--- src/rtl/cpu_state_sequencer.sv ---
// Multicycle state sequencer for the MIPS core: HALT/FETCH/DECODE/EXECk sequencing
// with per-instruction exec length, memory and mul/div stalls, halt detection and counters.
module cpu_state_sequencer #(
    parameter int unsigned EXEC_STAGES = 2,
    parameter int unsigned STATE_W     = 4,
    parameter int unsigned CNT_W       = 32
) (
    input  logic               clk,
    input  logic               reset,
    input  logic               waitrequest,
    input  logic               mem_access,
    input  logic [3:0]         exec_len,
    input  logic               div_mult_busy,
    input  logic               div_mult_wait,
    input  logic               halt_req,
    output logic [STATE_W-1:0] state,
    output logic               active,
    output logic               last_exec,
    output logic               stall,
    output logic               commit,
    output logic [CNT_W-1:0]   instr_count,
    output logic [CNT_W-1:0]   stall_count
);

    localparam int unsigned LEN_W = 4;

    typedef enum logic [1:0] {
        PH_HALT   = 2'd0,
        PH_FETCH  = 2'd1,
        PH_DECODE = 2'd2,
        PH_EXEC   = 2'd3
    } phase_e;

    phase_e             phase_q, phase_d;
    logic [LEN_W-1:0]   k_q, k_d;
    logic [LEN_W-1:0]   len_q, len_d;
    logic [CNT_W-1:0]   instr_q, instr_d;
    logic [CNT_W-1:0]   stall_cnt_q, stall_cnt_d;
    logic [LEN_W-1:0]   len_clamp;

    // Exec length of 0 still needs one exec state; anything above the pipeline depth saturates.
    always_comb begin
        len_clamp = exec_len;
        if (exec_len == LEN_W'(0)) begin
            len_clamp = LEN_W'(1);
        end else if (32'(exec_len) > 32'(EXEC_STAGES)) begin
            len_clamp = LEN_W'(EXEC_STAGES);
        end
    end

    assign active    = (phase_q != PH_HALT);
    assign last_exec = (phase_q == PH_EXEC) && (k_q == len_q);
    assign stall     = active && ((mem_access && waitrequest) ||
                                  (last_exec && div_mult_wait && div_mult_busy));
    assign commit    = last_exec && !stall;

    always_comb begin
        state = STATE_W'(0);
        case (phase_q)
            PH_HALT:   state = STATE_W'(0);
            PH_FETCH:  state = STATE_W'(1);
            PH_DECODE: state = STATE_W'(2);
            PH_EXEC:   state = STATE_W'(2) + STATE_W'(k_q);
        endcase
    end

    assign instr_count = instr_q;
    assign stall_count = stall_cnt_q;

    // Next-state: everything holds while stalled; HALT only leaves through reset.
    always_comb begin
        phase_d     = phase_q;
        k_d         = k_q;
        len_d       = len_q;
        instr_d     = instr_q + CNT_W'(commit);
        stall_cnt_d = stall_cnt_q + CNT_W'(stall);
        if (!stall) begin
            case (phase_q)
                PH_HALT:   phase_d = PH_HALT;
                PH_FETCH:  phase_d = PH_DECODE;
                PH_DECODE: begin
                    phase_d = PH_EXEC;
                    k_d     = LEN_W'(1);
                    len_d   = len_clamp;
                end
                PH_EXEC: begin
                    if (last_exec) begin
                        phase_d = halt_req ? PH_HALT : PH_FETCH;
                    end else begin
                        k_d = k_q + LEN_W'(1);
                    end
                end
            endcase
        end
    end

    always_ff @(posedge clk or posedge reset) begin
        if (reset) begin
            phase_q     <= PH_FETCH;
            k_q         <= LEN_W'(1);
            len_q       <= LEN_W'(1);
            instr_q     <= '0;
            stall_cnt_q <= '0;
        end else begin
            phase_q     <= phase_d;
            k_q         <= k_d;
            len_q       <= len_d;
            instr_q     <= instr_d;
            stall_cnt_q <= stall_cnt_d;
        end
    end

endmodule

--- config.mk ---
export PLATFORM = sky130hd
export DESIGN_NAME = cpu_state_sequencer
export DESIGN_NICKNAME = d
export VERILOG_FILES = /design/src/rtl/cpu_state_sequencer.sv
export SDC_FILE = /design/constraint.sdc
export NUM_CORES = 1
export LEC_CHECK = 0
export ABC_AREA = 0
export CAP_MARGIN = 40
export CORE_ASPECT_RATIO = 1.75
export CORE_MARGIN = 2
export CORE_UTILIZATION = 56
export CTS_BUF_LIST = sky130_fd_sc_hd__clkbuf_2
export DETAILED_ROUTE_END_ITERATION = 6
export PLACE_DENSITY = 0.89
export REMOVE_ABC_BUFFERS = 1
export SKIP_LAST_GASP = 1
export SLEW_MARGIN = 20
export SYNTH_ARGS = -nofsm -noshare
export SYNTH_HDL_FRONTEND = slang
export SYNTH_SLANG_ARGS = --single-unit
--- constraint.sdc ---
create_clock -name clk -period 5.3 [get_ports clk]
set_input_delay 1.59 -clock clk [delete_from_list [all_inputs] [get_ports clk]]
set_output_delay 1.59 -clock clk [all_outputs]
set_load 0.05 [all_outputs]
==> flow_metrics.env <==
export IMPL_status="completed"
export IMPL_cts_made_buffers=9
export IMPL_portBuffers=81
export IMPL_multiInputGateArea_um2=1590
export IMPL_cp_end_kind="output pin"
export IMPL_firstDrtPassIters=6
export IMPL_seq_area_um2=1860
export IMPL_core_area_um2=6130
export IMPL_synth_xor_xnor_area_share_pct=16.2
export IMPL_synth_avg_cell_area_um2=10.9
export IMPL_p_per_area_nw_per_um2=351
export IMPL_cp_max_fo=8
export IMPL_start_util_pct=57.3
export IMPL_cts_setup_buffers=0
export IMPL_antenna_found_initial=0
export IMPL_cts_root_buf="clkbuf_2"
export IMPL_layout_min_cycle_time_ns=4.98
export IMPL_grt_pass1_wl_mm=12.2
export IMPL_synth_edf_count=0
export IMPL_diodes=0
export IMPL_crit_required_ns=3.71
export IMPL_synthTopCellsByArea="dfrtp_1 51%, xnor2_1 9.7%, xor2_1 6.5%, nand3_1 3.8%, ha_1 3.6%"
export IMPL_async_reset_ff_share_pct=100
export IMPL_yosys_most_used_dff="dfrtp_1"
export IMPL_synth_mux_area_share_pct=1.60
export IMPL_wl_per_cell_um=14.7
export IMPL_p_leak_nw=2.11
export IMPL_clk_latency_ns=0.53
export IMPL_drv_slew=0
export IMPL_fillers=415
export IMPL_vias=2714
export IMPL_area_delta_synth_final_pct=31.2
export IMPL_setup_violations_final=0
export IMPL_drt_iter0_drc=239
export IMPL_synth_top_area_share_pct=50.6
export IMPL_first_global_vias=2753
export IMPL_yosysSeqAreaShare_pct=52.8
export IMPL_htreeDepth=3
export IMPL_nets=433
export IMPL_place_ws_ns=0.389
export IMPL_wl_mm=7.29
export IMPL_ys_warn_count=0
export IMPL_synthCells=321
export IMPL_fmax_mhz=201
export IMPL_die_y_um=109
export IMPL_peakVddDrop_mv=0.302
export IMPL_grt_max_degree=56
export IMPL_min_delay_start="instr_count[31]$_DFF_PP0_"
export IMPL_setup_tns_ns=0
export IMPL_synth_seq_cells=74
export IMPL_drc=0
export IMPL_rsz0062_at_grt="false"
export IMPL_drive_gt1_share_pct=6.95
export IMPL_dieArea_um2=6950
export IMPL_synth_top_family_by_area="simple AND/OR/NAND/NOR gates"
export IMPL_timing_rr_start="k_q[0]$_DFFE_PP1P_"
export IMPL_synthAdderAreaFrac_pct=3.56
export IMPL_hpwl_mm=5.35
export IMPL_synth_area_um2=3510
export IMPL_hold_violations=0
export IMPL_setup_slack_ns=0.318
export IMPL_rows=38
export IMPL_crit_type="flop to output pin"
export IMPL_clk_transition_reported_paths_ns=0.20
export IMPL_place_gp_congestion=0.820
export IMPL_min_period_over_period_pct=94.0
export IMPL_die_x_um=63.9
export IMPL_cts_repair_resized=0
export IMPL_cp_data_arrival_time_ns=3.39
export IMPL_ys_types=38
export IMPL_cts_tree="yes"
export IMPL_ant_nets=0
export IMPL_cap_violations=0
export IMPL_post_drt_via_cell_ratio=5.46
export IMPL_synth_simple_area_share_pct=20.7
export IMPL_worst_slew_pin_slew_ns=0.840
export IMPL_grt_usage_pct=22.5
export IMPL_cts_max_path_buffers=2
export IMPL_slew_headroom_pct=43.5
export IMPL_finClkSkew_ns=0.0252
export IMPL_cts_hold_buf=0
export IMPL_ios=83
export IMPL_crit_path_start_kind="flop"
export IMPL_synth_largest_area_cell="dfrtp_1"
export IMPL_synth_compound_area_share_pct=3.20
export IMPL_overflow=0
export IMPL_hold_path_class="flop to flop"
export IMPL_cts_sinks=74
export IMPL_startpoint="k_q[0]$_DFFE_PP1P_"
worst paths after layout:
check / cells after the start / to / slack, ns
min reg2reg: 1 / instr_count[31]$_DFF_PP0_ / 0.48
min: 1 / instr_count[31]$_DFF_PP0_ / 0.48
max reg2reg: 11 / stall_count[20]$_DFF_PP0_ / 1.70
max: 5 / commit / 0.32
min in group asynchronous: 2 / stall_count[9]$_DFF_PP0_ / 1.34
max in group asynchronous: 3 / instr_count[29]$_DFF_PP0_ / 2.93
flip-flops by register name, summed over array words and instances, names as in the netlist:
register	count
k_q	4
len_q	4
phase_q	2
instr_count	32
stall_count	32
cells in the mapped netlist (all sizes together) (3+ instances only):
cell,count
o21ai,4
and3,8
buf,3
xnor2,39
ha,10
inv,13
mux2i,3
and4,4
nand4,17
nand3,27
nand2,23
dfstp,3
and2,7
and2b,3
nor2,13
a21oi,6
xor2,26
dfrtp,71
nor4,11
nor3,9
through the flow:
step | hold WS (ns) | util [%] | power [mW] | cell area, µm² | instances
after floorplan | 0.476 | - | 1.03 | 3490 | 316
after global placement | 0.456 | 72.2 | 1.17 | 4430 | 480
after detailed placement | 0.456 | 72.3 | 1.18 | 4430 | 481
after CTS | 0.485 | 75.2 | 1.63 | 4610 | 497
after global routing | 0.518 | 75.2 | 1.70 | 4610 | 497
final | 0.479 | 75.2 | 1.62 | 4610 | 497
cell families after synthesis:
group / Yosys count
buffers and inverters: 18
AOI/OAI and AO/OA: 16
xor gates and xnor gates: 65
and+or+nand+nor: 133
muxes: 5
adders and majority gates: 10
DFF: 74
layout by cell type (no fill, tap or decap), drive strengths merged, types with 9 or more instances in the layout:
| cell type | count |
|---|---|
| xor2 | 26 |
| dfrtp | 71 |
| clkdlybuf4s50 | 81 |
| nand2 | 23 |
| nand3 | 27 |
| ha | 10 |
| inv | 13 |
| nand4 | 17 |
| nor4 | 11 |
| nor3 | 9 |
| xnor2 | 39 |
| nor2 | 13 |
| clkbuf | 10 |
area by class of cell:
type	instances	share of cell area (%)
clock inverters	6	2.79
inverters	13	1.06
well taps	80	2.17
flip-flops and latches	74	40.2
repair buffers	85	18.2
multi-input cells	229	34.5
clock buffers	10	1.09
power breakdown:
group	switching [mW]	leakage (nW)	internal [mW]
combinational	0.302	1.04	0.183
clock	0.197	0.104	0.250
sequential	0.0633	0.974	0.623
total	0.562	2.11	1.06
worst max-delay path, stage by stage, from the launching register on:
cell and delay [ns]:
dfstp_2 0.66, xor2_1 0.10, nor4_1 0.75, and2_1 0.24, nor2b_1 0.28, clkdlybuf4s50_1 0.86
metal layers:
layer  GRT usage [%]  wire length (µm)  up-vias
met5               0                 0        -
met2            40.8              4020       71
met4            10.1               144        0
li1                -                 -     1306
met1            24.2              2840     1326
met3            5.68               278       11
No activity file was read; power rests on OpenSTA's default activity.
==> edit 1 (config.mk and constraints unchanged) <==
Encoding of `phase_e`: now one-hot (4 bits for 4 values).
--- a/src/rtl/cpu_state_sequencer.sv
+++ b/src/rtl/cpu_state_sequencer.sv
@@ -24,11 +24,11 @@
 
     localparam int unsigned LEN_W = 4;
 
-    typedef enum logic [1:0] {
-        PH_HALT   = 2'd0,
-        PH_FETCH  = 2'd1,
-        PH_DECODE = 2'd2,
-        PH_EXEC   = 2'd3
+    typedef enum logic [3:0] {
+        PH_HALT   = 4'b0001,
+        PH_FETCH  = 4'b0010,
+        PH_DECODE = 4'b0100,
+        PH_EXEC   = 4'b1000
     } phase_e;
 
     phase_e             phase_q, phase_d;
Check against the original RTL: no difference found for any inputs over 10 cycles, from zero or initial values and one cycle with reset high; not proved beyond that.
==> edit 1 against the original RTL <==
Largest cell class unchanged; count of clock-buffer cells in the layout is 1 higher; setup slack better by 0.37 ns; first-iteration DRC count shrank 43%; sequential share of layout area rose by 0.13 points; routed wire length up 4.4%; core utilization fell by 1.9 points; cell area increased by 2.4%; synthesized cell count up 0.31%; register-to-register slack gained 0.21 ns; sequential cell count rose by 2; area after synthesis is 4.1% higher; critical path type is now primary input to primary output; critical path depth fell by 1.
Power is not compared: it rests on default switching activity, and its combinational part moved more than twofold at a synthesized area within 25%.
==> edit 1: results (changes against the original RTL) <==
outcome=finished clean; Crit Path Max Fanout=5 (-3); vias in the first global route=2,650 (-3.7%); flop-to-flop setup slack=1.91 ns (+0.21 ns); Critical R2R Launch=phase_q[2]; clk_buf instances=11 (+1); most frequent cells after synthesis=dfrtp_1, xnor2_1, nand3_1; vias per cell=5.579 (+2.2%); gp weighted congestion=0.8159 (-0.50%); Setup Skew=0.02233 ns (-0.002896 ns); largest net degree at the start of global routing=43 (-23%); clock network area share=3.790% (-0.089 points); R2R depth=10 (-1); Register Area=0.001906 mm2 (+2.7%); Fillers=478 (+15%); first-pass GRT wire length=12,750 um (+4.9%); hpwl dp=5608 um (+4.9%); Worst Path Arrival=3.02 ns (-0.37 ns); CTS root buffer=clkbuf_2; share of layout cells above drive strength 1=9.398% (+2.4 points); r2r endpoint=stall_count[18]; Multi-input comb cells=233 (+1.7%); Slew @ Worst Pin=0.7121 ns (-0.1277 ns); Synth Warn #=0 (unchanged); postcts setup bufs=0 (unchanged); iteration-0 DRC count of the detailed router=137 (-43%); Data buffer area share=17.23% (-0.95 points); Initial DRT Pass Iterations=4 (-2); Seq Cell Count=76 (+2.7%); GRT Overall Usage=23.00% (+0.52 points); NumNets Final=429 (-0.92%); fraction of area in multi-input gates=35.81% (+1.3 points); Non-clock buffers=82 (-3.5%); final wirelength=7604 um (+4.4%); main area contributors after synthesis=dfrtp_1, xnor2_1, nand3_1; unique cell type count in the Yosys netlist=49 (+29%); sequential fraction of the synthesis area=52.10% (-0.69 points); inverters=8 (-5); Clock transition at path regs=0.18 ns (-0.02 ns)
[edit 1: how the worst max path moves through the flow]
| stage | startpoint | end | slack (ns) |
|---|---|---|---|
| finish | mem_access | commit | 0.69 |
| global route | mem_access | commit | 0.55 |
| CTS | mem_access | commit | 0.63 |
| detailed placement | mem_access | commit | 0.64 |
| global placement | mem_access | commit | 0.72 |
| floorplan | mem_access | commit | 0.66 |
[edit 1: cells by family (layout without fill, tap and decap cells)]
group,after synthesis,count (layout),share of synthesized area [%]
and+or+nand+nor,135,135,22.79
DFF,76,76,52.10
xor gates and xnor gates,66,66,15.81
AOI/OAI and AO/OA,21,21,4.003
buffers and inverters,13,106,1.676
adders and majority gates,8,8,2.737
muxes,3,3,0.8895
[edit 1: per-stage QoR]
stage | std cells | total power [mW] | cell area [um2] | setup WS, ns | hold slack (ns)
floorplan | 317 | 0.7550 | 3626 | 0.6614 | 0.4752
global placement | 481 | 0.8206 | 4542 | 0.7170 | 0.4619
detailed placement | 481 | 0.8266 | 4542 | 0.6352 | 0.4659
CTS | 497 | 1.272 | 4721 | 0.6262 | 0.4888
global route | 497 | 1.311 | 4721 | 0.5541 | 0.5226
finish | 497 | 1.259 | 4721 | 0.6873 | 0.4877
[edit 1: power by group]
group	switching [mW]	total (mW)	internal [mW]
clock	0.191	0.444	0.253
sequential	0.0320	0.635	0.603
combinational	0.120	0.180	0.0591
total	0.343	1.26	0.916
[edit 1: metal layers]
layer / vias up / global-route usage, % / wire length [um]
met3: 12 / 6.294 / 327
met4: 0 / 9.028 / 152
met2: 83 / 38.28 / 4133
met1: 1355 / 28.01 / 2990
met5: - / 0 / 0
li1: 1323 / - / -
[edit 1: critical path, stage by stage]
cell and delay, ns:
clkdlybuf4s50_1 0.44, and3_4 0.21, nor3b_1 0.48, buf_4 0.30
==> edit 2 (same settings) <==
Without the edit above. `STATE_W`: 4 -> 5.
--- a/src/rtl/cpu_state_sequencer.sv
+++ b/src/rtl/cpu_state_sequencer.sv
@@ -2,7 +2,7 @@
 // with per-instruction exec length, memory and mul/div stalls, halt detection and counters.
 module cpu_state_sequencer #(
     parameter int unsigned EXEC_STAGES = 2,
-    parameter int unsigned STATE_W     = 4,
+    parameter int unsigned STATE_W     = 5,
     parameter int unsigned CNT_W       = 32
 ) (
     input  logic               clk,
Interface: changed (resized state); port bits go from 83 to 84. The function was not compared with the original's and may differ.
==> edit 2 against the original RTL <==
Sequential cell count unchanged; largest cell class unchanged; total power down 2.0%; synthesized cell count up 2.8%; die area up 1.9%; routed wire length up 12%; clock power down 8.7%; via count up 7.0%; cell count up 2.2%; highest routed layer unchanged; critical path depth down 1; cell area up 1.7%; area after synthesis up 2.0%; setup slack better by 0.026 ns.
==> edit 2: results (changes against the original RTL) <==
peak supply drop=0.0004245 V (+40%); gp weighted congestion=0.8368 (+2.0%); hpwl dp=5996 um (+12%); Setup Skew=0.01638 ns (-0.008848 ns); most frequent cells after synthesis=dfrtp_1, xnor2_1, nand2_1, nand3_1, nand4_1; outcome=finished clean; post-synthesis mux area share=1.571% (-0.031 points); largest net degree at the start of global routing=31 (-45%); share of layout cells above drive strength 1=8.178% (+1.2 points); Non-Filler Instances=508 (+2.2%); Initial DRT Pass Iterations=5 (-1); Fillers=431 (+3.9%); inverters=12 (-1); clk_buf instances=11 (+1); sequential fraction of the synthesis area=51.78% (-1.0 points); pre-CTS WS=0.3644 ns (-0.02485 ns); first-pass GRT wire length=13,160 um (+8.2%); final wirelength=8130 um (+12%); iteration-0 DRC count of the detailed router=187 (-22%); Layout Utilization=75.91% (+0.72 points); clock network area share=3.360% (-0.52 points); Port-buffer cells=82 (+1.2%); Worst Path Arrival=3.37 ns (-0.02 ns); vias in the first global route=2,902 (+5.4%); Crit Path Max Fanout=7 (-1); Multi-input gate area=0.001653 mm2 (+3.9%); Compound-Gate Fraction of Synth Area=3.876% (+0.67 points)
## edit 2: cell types whose count changed after synthesis, sizes merged, moves of 3 or more
cell / change
nand2: +4
nor4: -4
xor2: -10
nand4: +8
clkbuf: +3
and2: -5
xnor2: +10
nand4b: +5
## edit 2: final timing paths
check,from,to,slack (ns)
worst max-delay path,mem_access,commit,0.34
worst min-delay path,stall_count[31],stall_count[31],0.48
worst max register to register,k_q[1],stall_count[18],1.89
worst min register to register,stall_count[31],stall_count[31],0.48
max in group asynchronous,reset,len_q[0],3.02
min in group asynchronous,reset,instr_count[13],1.43
## edit 2: power breakdown
part	leakage, nW	switching, mW	total [mW]	internal [mW]
clock network	0.0921	0.202	0.408	0.206
registers	0.995	0.0628	0.683	0.620
logic	0.949	0.306	0.494	0.188
## edit 2: metal layers
layer / up-vias / GRT usage (%)
met5: - / 0
met3: 15 / 6.039
met4: 0 / 10.18
met1: 1443 / 25.89
li1: 1347 / -
met2: 99 / 44.05
